==> src/rtl/mux_scan_pkg.sv <==
// Shared types and constants for the mux select sequencer.
package mux_scan_pkg;

  typedef enum logic [1:0] {
    ST_IDLE   = 2'd0,
    ST_SETTLE = 2'd1,
    ST_SAMPLE = 2'd2,
    ST_HOLD   = 2'd3
  } mux_scan_state_t;

  localparam int MUX_SCAN_NCH   = 4;
  localparam int MUX_SCAN_SEL_W = 2;

endpackage

==> src/rtl/mux_scan_ctrl_settle_timer.sv <==
// Loadable down-counter; done flags the last cycle of a settle window.
module settle_timer #(
  parameter int CNT_W = 2
) (
  input  logic             clk,
  input  logic             rst_n,
  input  logic             load,
  input  logic [CNT_W-1:0] load_val,
  output logic             done
);

  logic [CNT_W-1:0] count_r;

  // Count down to zero after each load, then rest at zero.
  always_ff @(posedge clk or negedge rst_n) begin
    if (!rst_n) begin
      count_r <= '0;
    end else if (load) begin
      count_r <= load_val;
    end else if (count_r != '0) begin
      count_r <= count_r - CNT_W'(1);
    end else begin
      count_r <= count_r;
    end
  end

  assign done = (count_r == CNT_W'(1));

endmodule

==> src/rtl/mux_scan_ctrl.sv <==
// Steps the 4:1 mux select, samples each channel after settling, offers the word on valid/ready.
// Define MUX_SCAN_AUTO_EN for free-running scans (start ignored, HOLD restarts directly).
module mux_scan_ctrl
  import mux_scan_pkg::*;
#(
  parameter int SETTLE_CYCLES = 2
) (
  input  logic       clk,
  input  logic       rst_n,
  input  logic       start,
  output logic [1:0] sel,
  input  logic       mux_o,
  output logic       busy,
  output logic [3:0] data,
  output logic       valid,
  input  logic       ready
);

  localparam int CNT_W = $clog2(SETTLE_CYCLES + 1);
  localparam logic [MUX_SCAN_SEL_W-1:0] LAST_SEL = MUX_SCAN_SEL_W'(MUX_SCAN_NCH - 1);

`ifdef MUX_SCAN_AUTO_EN
  localparam logic AUTO_EN = 1'b1;
`else
  localparam logic AUTO_EN = 1'b0;
`endif

  if (SETTLE_CYCLES < 1 || SETTLE_CYCLES > 255) begin : g_bad_settle
    $error("mux_scan_ctrl: SETTLE_CYCLES must be in 1..255");
  end

  mux_scan_state_t             state_r, next_state_s;
  logic [MUX_SCAN_SEL_W-1:0]   sel_r;
  logic [MUX_SCAN_NCH-2:0]     asm_r;
  logic [MUX_SCAN_NCH-1:0]     data_r;
  logic                        valid_r;
  logic                        busy_r;
  logic                        load_s;
  logic                        done_s;

  settle_timer #(.CNT_W(CNT_W)) u_timer (
    .clk      (clk),
    .rst_n    (rst_n),
    .load     (load_s),
    .load_val (CNT_W'(SETTLE_CYCLES)),
    .done     (done_s)
  );

  // Next-state and timer-load decode.
  always_comb begin
    next_state_s = state_r;
    load_s       = 1'b0;
    case (state_r)
      ST_IDLE: begin
        if (start || AUTO_EN) begin
          next_state_s = ST_SETTLE;
          load_s       = 1'b1;
        end else begin
          next_state_s = ST_IDLE;
        end
      end
      ST_SETTLE: begin
        if (done_s) begin
          next_state_s = ST_SAMPLE;
        end else begin
          next_state_s = ST_SETTLE;
        end
      end
      ST_SAMPLE: begin
        if (sel_r == LAST_SEL) begin
          next_state_s = ST_HOLD;
        end else begin
          next_state_s = ST_SETTLE;
          load_s       = 1'b1;
        end
      end
      ST_HOLD: begin
        if (ready && AUTO_EN) begin
          next_state_s = ST_SETTLE;
          load_s       = 1'b1;
        end else if (ready) begin
          next_state_s = ST_IDLE;
        end else begin
          next_state_s = ST_HOLD;
        end
      end
      default: begin
        next_state_s = ST_IDLE;
      end
    endcase
  end

  // State, select, assembly and handshake registers.
  always_ff @(posedge clk or negedge rst_n) begin
    if (!rst_n) begin
      state_r <= ST_IDLE;
      sel_r   <= 2'd0;
      asm_r   <= '0;
      data_r  <= 4'h0;
      valid_r <= 1'b0;
      busy_r  <= 1'b0;
    end else begin
      state_r <= next_state_s;
      busy_r  <= (next_state_s != ST_IDLE);
      case (state_r)
        ST_IDLE: begin
          if (load_s) asm_r <= '0;
        end
        ST_SAMPLE: begin
          // The last channel goes straight into data, so asm_r only holds the first three.
          if (sel_r == LAST_SEL) begin
            data_r  <= {mux_o, asm_r};
            valid_r <= 1'b1;
            sel_r   <= 2'd0;
          end else begin
            asm_r[sel_r] <= mux_o;
            sel_r        <= sel_r + 2'd1;
          end
        end
        ST_HOLD: begin
          if (ready) begin
            valid_r <= 1'b0;
            if (load_s) asm_r <= '0;
          end
        end
        default: begin
        end
      endcase
    end
  end

  assign sel   = sel_r;
  assign busy  = busy_r;
  assign data  = data_r;
  assign valid = valid_r;

endmodule

==> config.mk <==
export PLATFORM = sky130hd
export DESIGN_NAME = mux_scan_ctrl
export DESIGN_NICKNAME = d
export VERILOG_FILES = /design/src/rtl/mux_scan_pkg.sv /design/src/rtl/mux_scan_ctrl_settle_timer.sv /design/src/rtl/mux_scan_ctrl.sv
export SDC_FILE = /design/constraint.sdc
export NUM_CORES = 1
export LEC_CHECK = 0
export CAP_MARGIN = 20
export CELL_PAD_IN_SITES_DETAIL_PLACEMENT = 2
export CELL_PAD_IN_SITES_GLOBAL_PLACEMENT = 2
export CORE_ASPECT_RATIO = 1.25
export CORE_MARGIN = 10
export CORE_UTILIZATION = 33
export CTS_CLUSTER_DIAMETER = 50
export CTS_CLUSTER_SIZE = 10
export DETAILED_ROUTE_END_ITERATION = 7
export GPL_ROUTABILITY_DRIVEN = 0
export PLACE_DENSITY = 0.81
export SYNTH_ARGS = -nofsm -noshare
export SYNTH_HDL_FRONTEND = slang
export SYNTH_SLANG_ARGS = --single-unit
==> constraint.sdc <==
create_clock -name clk -period 1.7 [get_ports clk]
set_input_delay 0.17 -clock clk [delete_from_list [all_inputs] [get_ports clk]]
set_output_delay 0.17 -clock clk [all_outputs]
set_load 0.01 [all_outputs]
After elaboration in Yosys (flattened, before gate mapping)
Cells that the tools add are included.

operators by class
  $add $sub $neg = 2
  magnitude comparators = 2
  eq/ne operators = 8
  mux-type cells = 21
  reductions and logical operators = 10

operator list
  kind                                                                   number
  2-bit 2-to-1 mux                                                       6
  3-bit 2-to-1 mux                                                       3
  3-bit case mux with 3 select lines                                     1
  2-bit case mux with 4 select lines                                     1
  2-bit nonzero test                                                     4
  2-bit == test, second input constant                                   3
  1-bit 2-to-1 mux                                                       6
  2-bit inequality test, second input constant                           3
  3-bit AND reduction                                                    2
  2-bit by 1-bit == test with 1-bit output, second input constant        2
  1-bit case mux with 2 select lines                                     2
  3-bit bitwise mux                                                      1
  2-bit by 3-bit < comparator with 1-bit output, second input constant   1
  3-bit nonzero test                                                     1
  2-bit by 1-bit adder with 2-bit output, second input constant          1
  1-bit demux with 2-bit select                                          1
  2-bit by 1-bit >= comparator with 1-bit output, second input constant  1
  2-bit zero test                                                        1
  2-bit AND reduction                                                    1
  2-bit by 1-bit subtractor with 2-bit output, second input constant     1
  1-bit logical AND                                                      1

storage, ports and cells
  bits in registers = 15
  input port bits = 5
  output and inout bits = 8
  logic and storage cells = 50

Longest topological paths before layout
  depth after elaboration = 7
  depth in mapped cells = 5
  mapped depth without buffers = 5

Cells and area by module
From an unflattened synthesis, not the netlist that was laid out.

second synthesis, totals
  cell total of the unflattened synthesis = 73
  area total of the unflattened synthesis = 804.5 um^2

by module, submodules not included
  module         instances  cells each  area an instance (um^2)
  mux_scan_ctrl  1          60          678.2
  settle_timer   1          13          126.4

Least setup slack after synthesis
Ideal clock, no wire load.

  path kind = register to register
  from = register sel_r[0], in the netlist sel[0]
  to = register asm_r[0]
  library setup time = 0.126 ns
  arrival = 1.378 ns
  data required time = 1.574 ns
  setup slack = 0.196 ns
  cell stages (with the launch flop) = 5
  buffers on the path = 0
  path through = dfrtp_1 > ha_1 > nand2b_1 > a21o_1 > a221o_1

between the ends
  longest elaborated chain between the ends = 7
  elaborated cells between the ends (all ways) = 15

RTL lines
  item                                                                                                                                   RTL line              text
  start: declaration                                                                                                                     mux_scan_ctrl.sv:33   logic [MUX_SCAN_SEL_W-1:0] sel_r;
  start signal: assignment                                                                                                               mux_scan_ctrl.sv:117  sel_r <= sel_r + 2'd1;
  2-bit by 3-bit < comparator with 1-bit output (implied by the code) or 2-bit by 1-bit >= comparator with 1-bit output (tied branches)  mux_scan_ctrl.sv:116  asm_r[sel_r] <= mux_o;
  1-bit logical AND (implied by the code)                                                                                                mux_scan_ctrl.sv:116
  1-bit 2-to-1 mux (implied by the code)                                                                                                 mux_scan_ctrl.sv:116
  1-bit demux with 2-bit select                                                                                                          mux_scan_ctrl.sv:116
  3-bit bitwise mux                                                                                                                      mux_scan_ctrl.sv:116
  3-bit 2-to-1 mux                                                                                                                       mux_scan_ctrl.sv:111  if (sel_r == LAST_SEL) begin
  3-bit case mux with 3 select lines                                                                                                     mux_scan_ctrl.sv:105  case (state_r)
  end signal: indexed assignment                                                                                                         mux_scan_ctrl.sv:116
  end: declaration                                                                                                                       mux_scan_ctrl.sv:34   logic [MUX_SCAN_NCH-2:0] asm_r;

Parallel ways exist; a longest one is shown, timed or not. The select of a mux whose other input is x is not followed.
A chain may end at the register's enable or synchronous reset.

Worst setup path in the final report
Ends and elaborated chain as after synthesis.

==> impl_metrics.prom <==
# TYPE chip_impl_metric gauge
chip_impl_info{name="unrepaired_setup_endpoints_after_global_routing",value="false"} 1
chip_impl_metric{name="clock-skew-final",unit="ps"} 4.55
chip_impl_metric{name="detailroute.via_count",unit=""} 541
chip_impl_info{name="critical_path.startpoint_type",value="register"} 1
chip_impl_metric{name="post_cts_resized",unit=""} 0
chip_impl_info{name="worst_setup_path_end_kind",value="register"} 1
chip_impl_metric{name="post-route-min-period",unit="ps"} 1560
chip_impl_metric{name="ios",unit=""} 13
chip_impl_metric{name="htree_levels",unit=""} 1
chip_impl_metric{name="cp_slowest_stage_delay",unit="ps"} 450
chip_impl_metric{name="fmaxAchievable",unit="MHz"} 640
chip_impl_metric{name="cts_setup_buffers",unit=""} 0
chip_impl_metric{name="fillCellCount",unit=""} 245
chip_impl_metric{name="timing.slew.headroom",unit=""} 0.579
chip_impl_info{name="timing.setup.critical_path_class",value="reg -> reg"} 1
chip_impl_metric{name="pin_count_of_the_biggest_net_entering_global_routing",unit=""} 16
chip_impl_info{name="cts_root_buf",value="sky130_fd_sc_hd__clkbuf_4"} 1
chip_impl_metric{name="period_share",unit=""} 0.919
chip_impl_metric{name="routed_via_density",unit=""} 4.79
chip_impl_metric{name="antenna_cells_inserted",unit=""} 0
chip_impl_metric{name="tightestPinTransition",unit="ps"} 630
chip_impl_metric{name="report.final.slew_viol_count",unit=""} 0
chip_impl_metric{name="initial_core_util",unit=""} 0.346
chip_impl_metric{name="placement_rows",unit=""} 19
chip_impl_metric{name="synthesis.area",unit="sq um"} 756
chip_impl_metric{name="cts-hold-fix-buffers",unit=""} 0
chip_impl_metric{name="crit_path_max_fanout",unit=""} 5
chip_impl_info{name="timing.hold.worst.class",value="in -> async"} 1
chip_impl_metric{name="antenna_found_initial",unit=""} 0
chip_impl_metric{name="dieHeight",unit="microns"} 73.5
chip_impl_metric{name="yosysWarnings",unit=""} 0
chip_impl_metric{name="first_pass_grt_wire_length",unit="microns"} 3260
chip_impl_metric{name="drcViolationCount",unit=""} 0
chip_impl_metric{name="number_of_storage_elements_in_the_synthesis_netlist",unit=""} 15
chip_impl_metric{name="dieArea",unit="sq um"} 4620
chip_impl_metric{name="design.final.nets",unit=""} 94
chip_impl_metric{name="total_power",unit="uW"} 1520
chip_impl_metric{name="drt_first_iter_violations",unit=""} 16
chip_impl_metric{name="clk_latency",unit="ps"} 290
chip_impl_metric{name="maxCapViolCount",unit=""} 0
chip_impl_metric{name="power_per_cell_area",unit="nW/um^2"} 1580
chip_impl_metric{name="number_of_endpoints_failing_setup_at_the_final_stage",unit=""} 0
chip_impl_metric{name="antenna_violating_nets_post_route",unit=""} 0
chip_impl_metric{name="clk_path_buf_depth",unit=""} 2
chip_impl_metric{name="avgSynthCellArea",unit="sq um"} 12.0
chip_impl_metric{name="drt-wirelength-per-cell",unit="microns"} 16.1
chip_impl_metric{name="synthToLayoutAreaGrowth",unit="%"} 27.2
chip_impl_metric{name="placeableCoreArea",unit="sq um"} 2190
chip_impl_metric{name="worst_ir_drop_vdd",unit="mV"} 0.718
chip_impl_metric{name="cts_made_buffers",unit=""} 3
chip_impl_metric{name="fraction_of_layout_instances_using_a_drive_strength_above_1",unit=""} 0.171
chip_impl_metric{name="dieWidth",unit="microns"} 62.8
chip_impl_metric{name="detail_route.first_pass.iterations",unit=""} 2
chip_impl_metric{name="synthesis.nets",unit=""} 74
chip_impl_metric{name="grt.overflow.total",unit=""} 0
chip_impl_metric{name="clock_sinks",unit=""} 15
chip_impl_info{name="cts_tree",value="built"} 1
chip_impl_metric{name="number_of_global_route_vias_before_repair",unit=""} 633
chip_impl_metric{name="final_layout_setup_total_negative_slack",unit="ps"} 0
chip_impl_metric{name="dp_slack",unit="ps"} 172
chip_impl_info{name="result_of_the_run",value="completed"} 1
chip_impl_metric{name="post_synth_inst_count",unit=""} 63
chip_impl_metric{name="static-leakage-power",unit="uW"} 0.000483
chip_impl_info{name="path_cells",value="ha_1 > nand2b_1 > a21o_1 > a221o_1"} 1
chip_impl_metric{name="detailed_placement_hpwl",unit="microns"} 1380
chip_impl_metric{name="yosysUniqueCellTypes",unit=""} 22
chip_impl_info{name="worst_path_max_delay_cell",value="sky130_fd_sc_hd__dfrtp_1"} 1
chip_impl_metric{name="final-hold-violation-count",unit=""} 0
chip_impl_metric{name="path_clk_slew",unit="ps"} 100
chip_impl_metric{name="cp.arrival",unit="ps"} 1740
chip_impl_metric{name="synth_sequential_area_ratio",unit=""} 0.497
chip_impl_metric{name="layout_setup_ws",unit="ps"} 138
chip_impl_metric{name="cp_data_required_time",unit="ps"} 1880
chip_impl_metric{name="placement.io_buffers",unit=""} 12
chip_impl_metric{name="global_route.usage.total",unit=""} 0.0889
chip_impl_metric{name="wirelength",unit="microns"} 1820
## sequential cells by signal (all words and copies together), names as in the netlist
register	count
busy	1
state_r	2
valid	1
asm_r	3
data	4
sel	2
u_timer.count_r	2
## worst max-delay path, delay by kind of cell, from the launching register on
kind / cells / cell delay (ps)
and+or+nand+nor: 1 / 160
adders and majority gates: 1 / 250
DFF: 1 / 450
AOI/OAI and AO/OA: 2 / 600
## logic make-up after synthesis
family | after synthesis | synth area share
xor+xnor | 1 | 0.0116
fa+ha+maj | 6 | 0.0993
buf+inv | 5 | 0.0348
flops | 15 | 0.497
simple gates | 20 | 0.167
mux | 4 | 0.0795
compound gates | 12 | 0.111
## stage by stage
stage	instances	hold slack, ps	util	cell area (sq um)
after floorplan	63	-126	-	756
after global placement	109	489	0.427	933
after detailed placement	109	496	0.427	933
after CTS	113	196	0.439	961
after global routing	113	195	0.439	961
final	113	196	0.439	961
## power by group
group          switching [uW]  internal (uW)  leakage, uW  total [uW]
combinational             342            378     0.000277         720
sequential                103            490     0.000188         593
clock                     122           87.4    0.0000177         210
total                     567            955     0.000483        1520
## layout make-up
class / instances / area, sq um / area share
Tap cell: 31 / 38.8 / 0.0404
Inverter: 4 / 15.0 / 0.0156
Timing Repair Buffer: 16 / 150 / 0.156
Multi-Input combinational cell: 43 / 354 / 0.368
Clock buffer: 3 / 22.5 / 0.0234
Clock inverter: 1 / 5.00 / 0.00521
Sequential cell: 15 / 375 / 0.391
## cells in the mapped netlist
cell / n / area (sq um)
sky130_fd_sc_hd__nand2b_1: 2 / 12.5
sky130_fd_sc_hd__inv_1: 4 / 15.0
sky130_fd_sc_hd__a221o_1: 3 / 30.0
sky130_fd_sc_hd__and3b_1: 3 / 26.3
sky130_fd_sc_hd__mux2_4: 4 / 60.1
sky130_fd_sc_hd__nand2_4: 1 / 11.3
sky130_fd_sc_hd__xnor2_1: 1 / 8.76
sky130_fd_sc_hd__a21o_1: 1 / 7.51
sky130_fd_sc_hd__dfrtp_1: 15 / 375
sky130_fd_sc_hd__ha_1: 6 / 75.1
sky130_fd_sc_hd__buf_6: 1 / 11.3
sky130_fd_sc_hd__a21oi_1: 1 / 5.00
sky130_fd_sc_hd__nand3b_1: 1 / 7.51
sky130_fd_sc_hd__o21ai_0: 5 / 25.0
sky130_fd_sc_hd__nand2_1: 6 / 22.5
sky130_fd_sc_hd__o2111ai_1: 1 / 8.76
sky130_fd_sc_hd__nor2b_1: 2 / 12.5
sky130_fd_sc_hd__and2b_1: 1 / 7.51
sky130_fd_sc_hd__and2_1: 1 / 6.26
sky130_fd_sc_hd__nor2_1: 2 / 7.51
sky130_fd_sc_hd__o211ai_1: 1 / 7.51
sky130_fd_sc_hd__and3b_4: 1 / 12.5
## per-layer routing
layer / vias to the layer above / share of wire / global-route usage
li1: 256 / - / -
met1: 270 / 0.43 / 0.0959
met2: 11 / 0.52 / 0.159
met3: 4 / 0.029 / 0.0228
met4: 0 / 0.013 / 0.0448
met5: - / 0 / 0
## worst paths after layout
kind | slack, ps | from | depth (start not counted) | end
min | 200 | rst_n | 2 | state_r[1]
min in group clk | 510 | u_timer.count_r[1] | 2 | u_timer.count_r[1]
min reg2reg | 510 | u_timer.count_r[1] | 2 | u_timer.count_r[1]
max in group asynchronous | 1330 | rst_n | 2 | valid
max reg2reg | 140 | sel[0] | 4 | asm_r[0]
max | 140 | sel[0] | 4 | asm_r[0]
## placed cells by master (no fill, tap or decap), drive strengths merged
cell and count:
a21o 1, a21oi 1, a221o 3, and2 1
and2b 1, and3b 4, buf 4, clkbuf 3
clkdlybuf4s50 12, clkinv 1, dfrtp 15, ha 6
inv 4, mux2 4, nand2 7, nand2b 2
nand3b 1, nor2 2, nor2b 2, o2111ai 1
o211ai 1, o21ai 5, xnor2 1
Power figures use the tool's default switching activity.
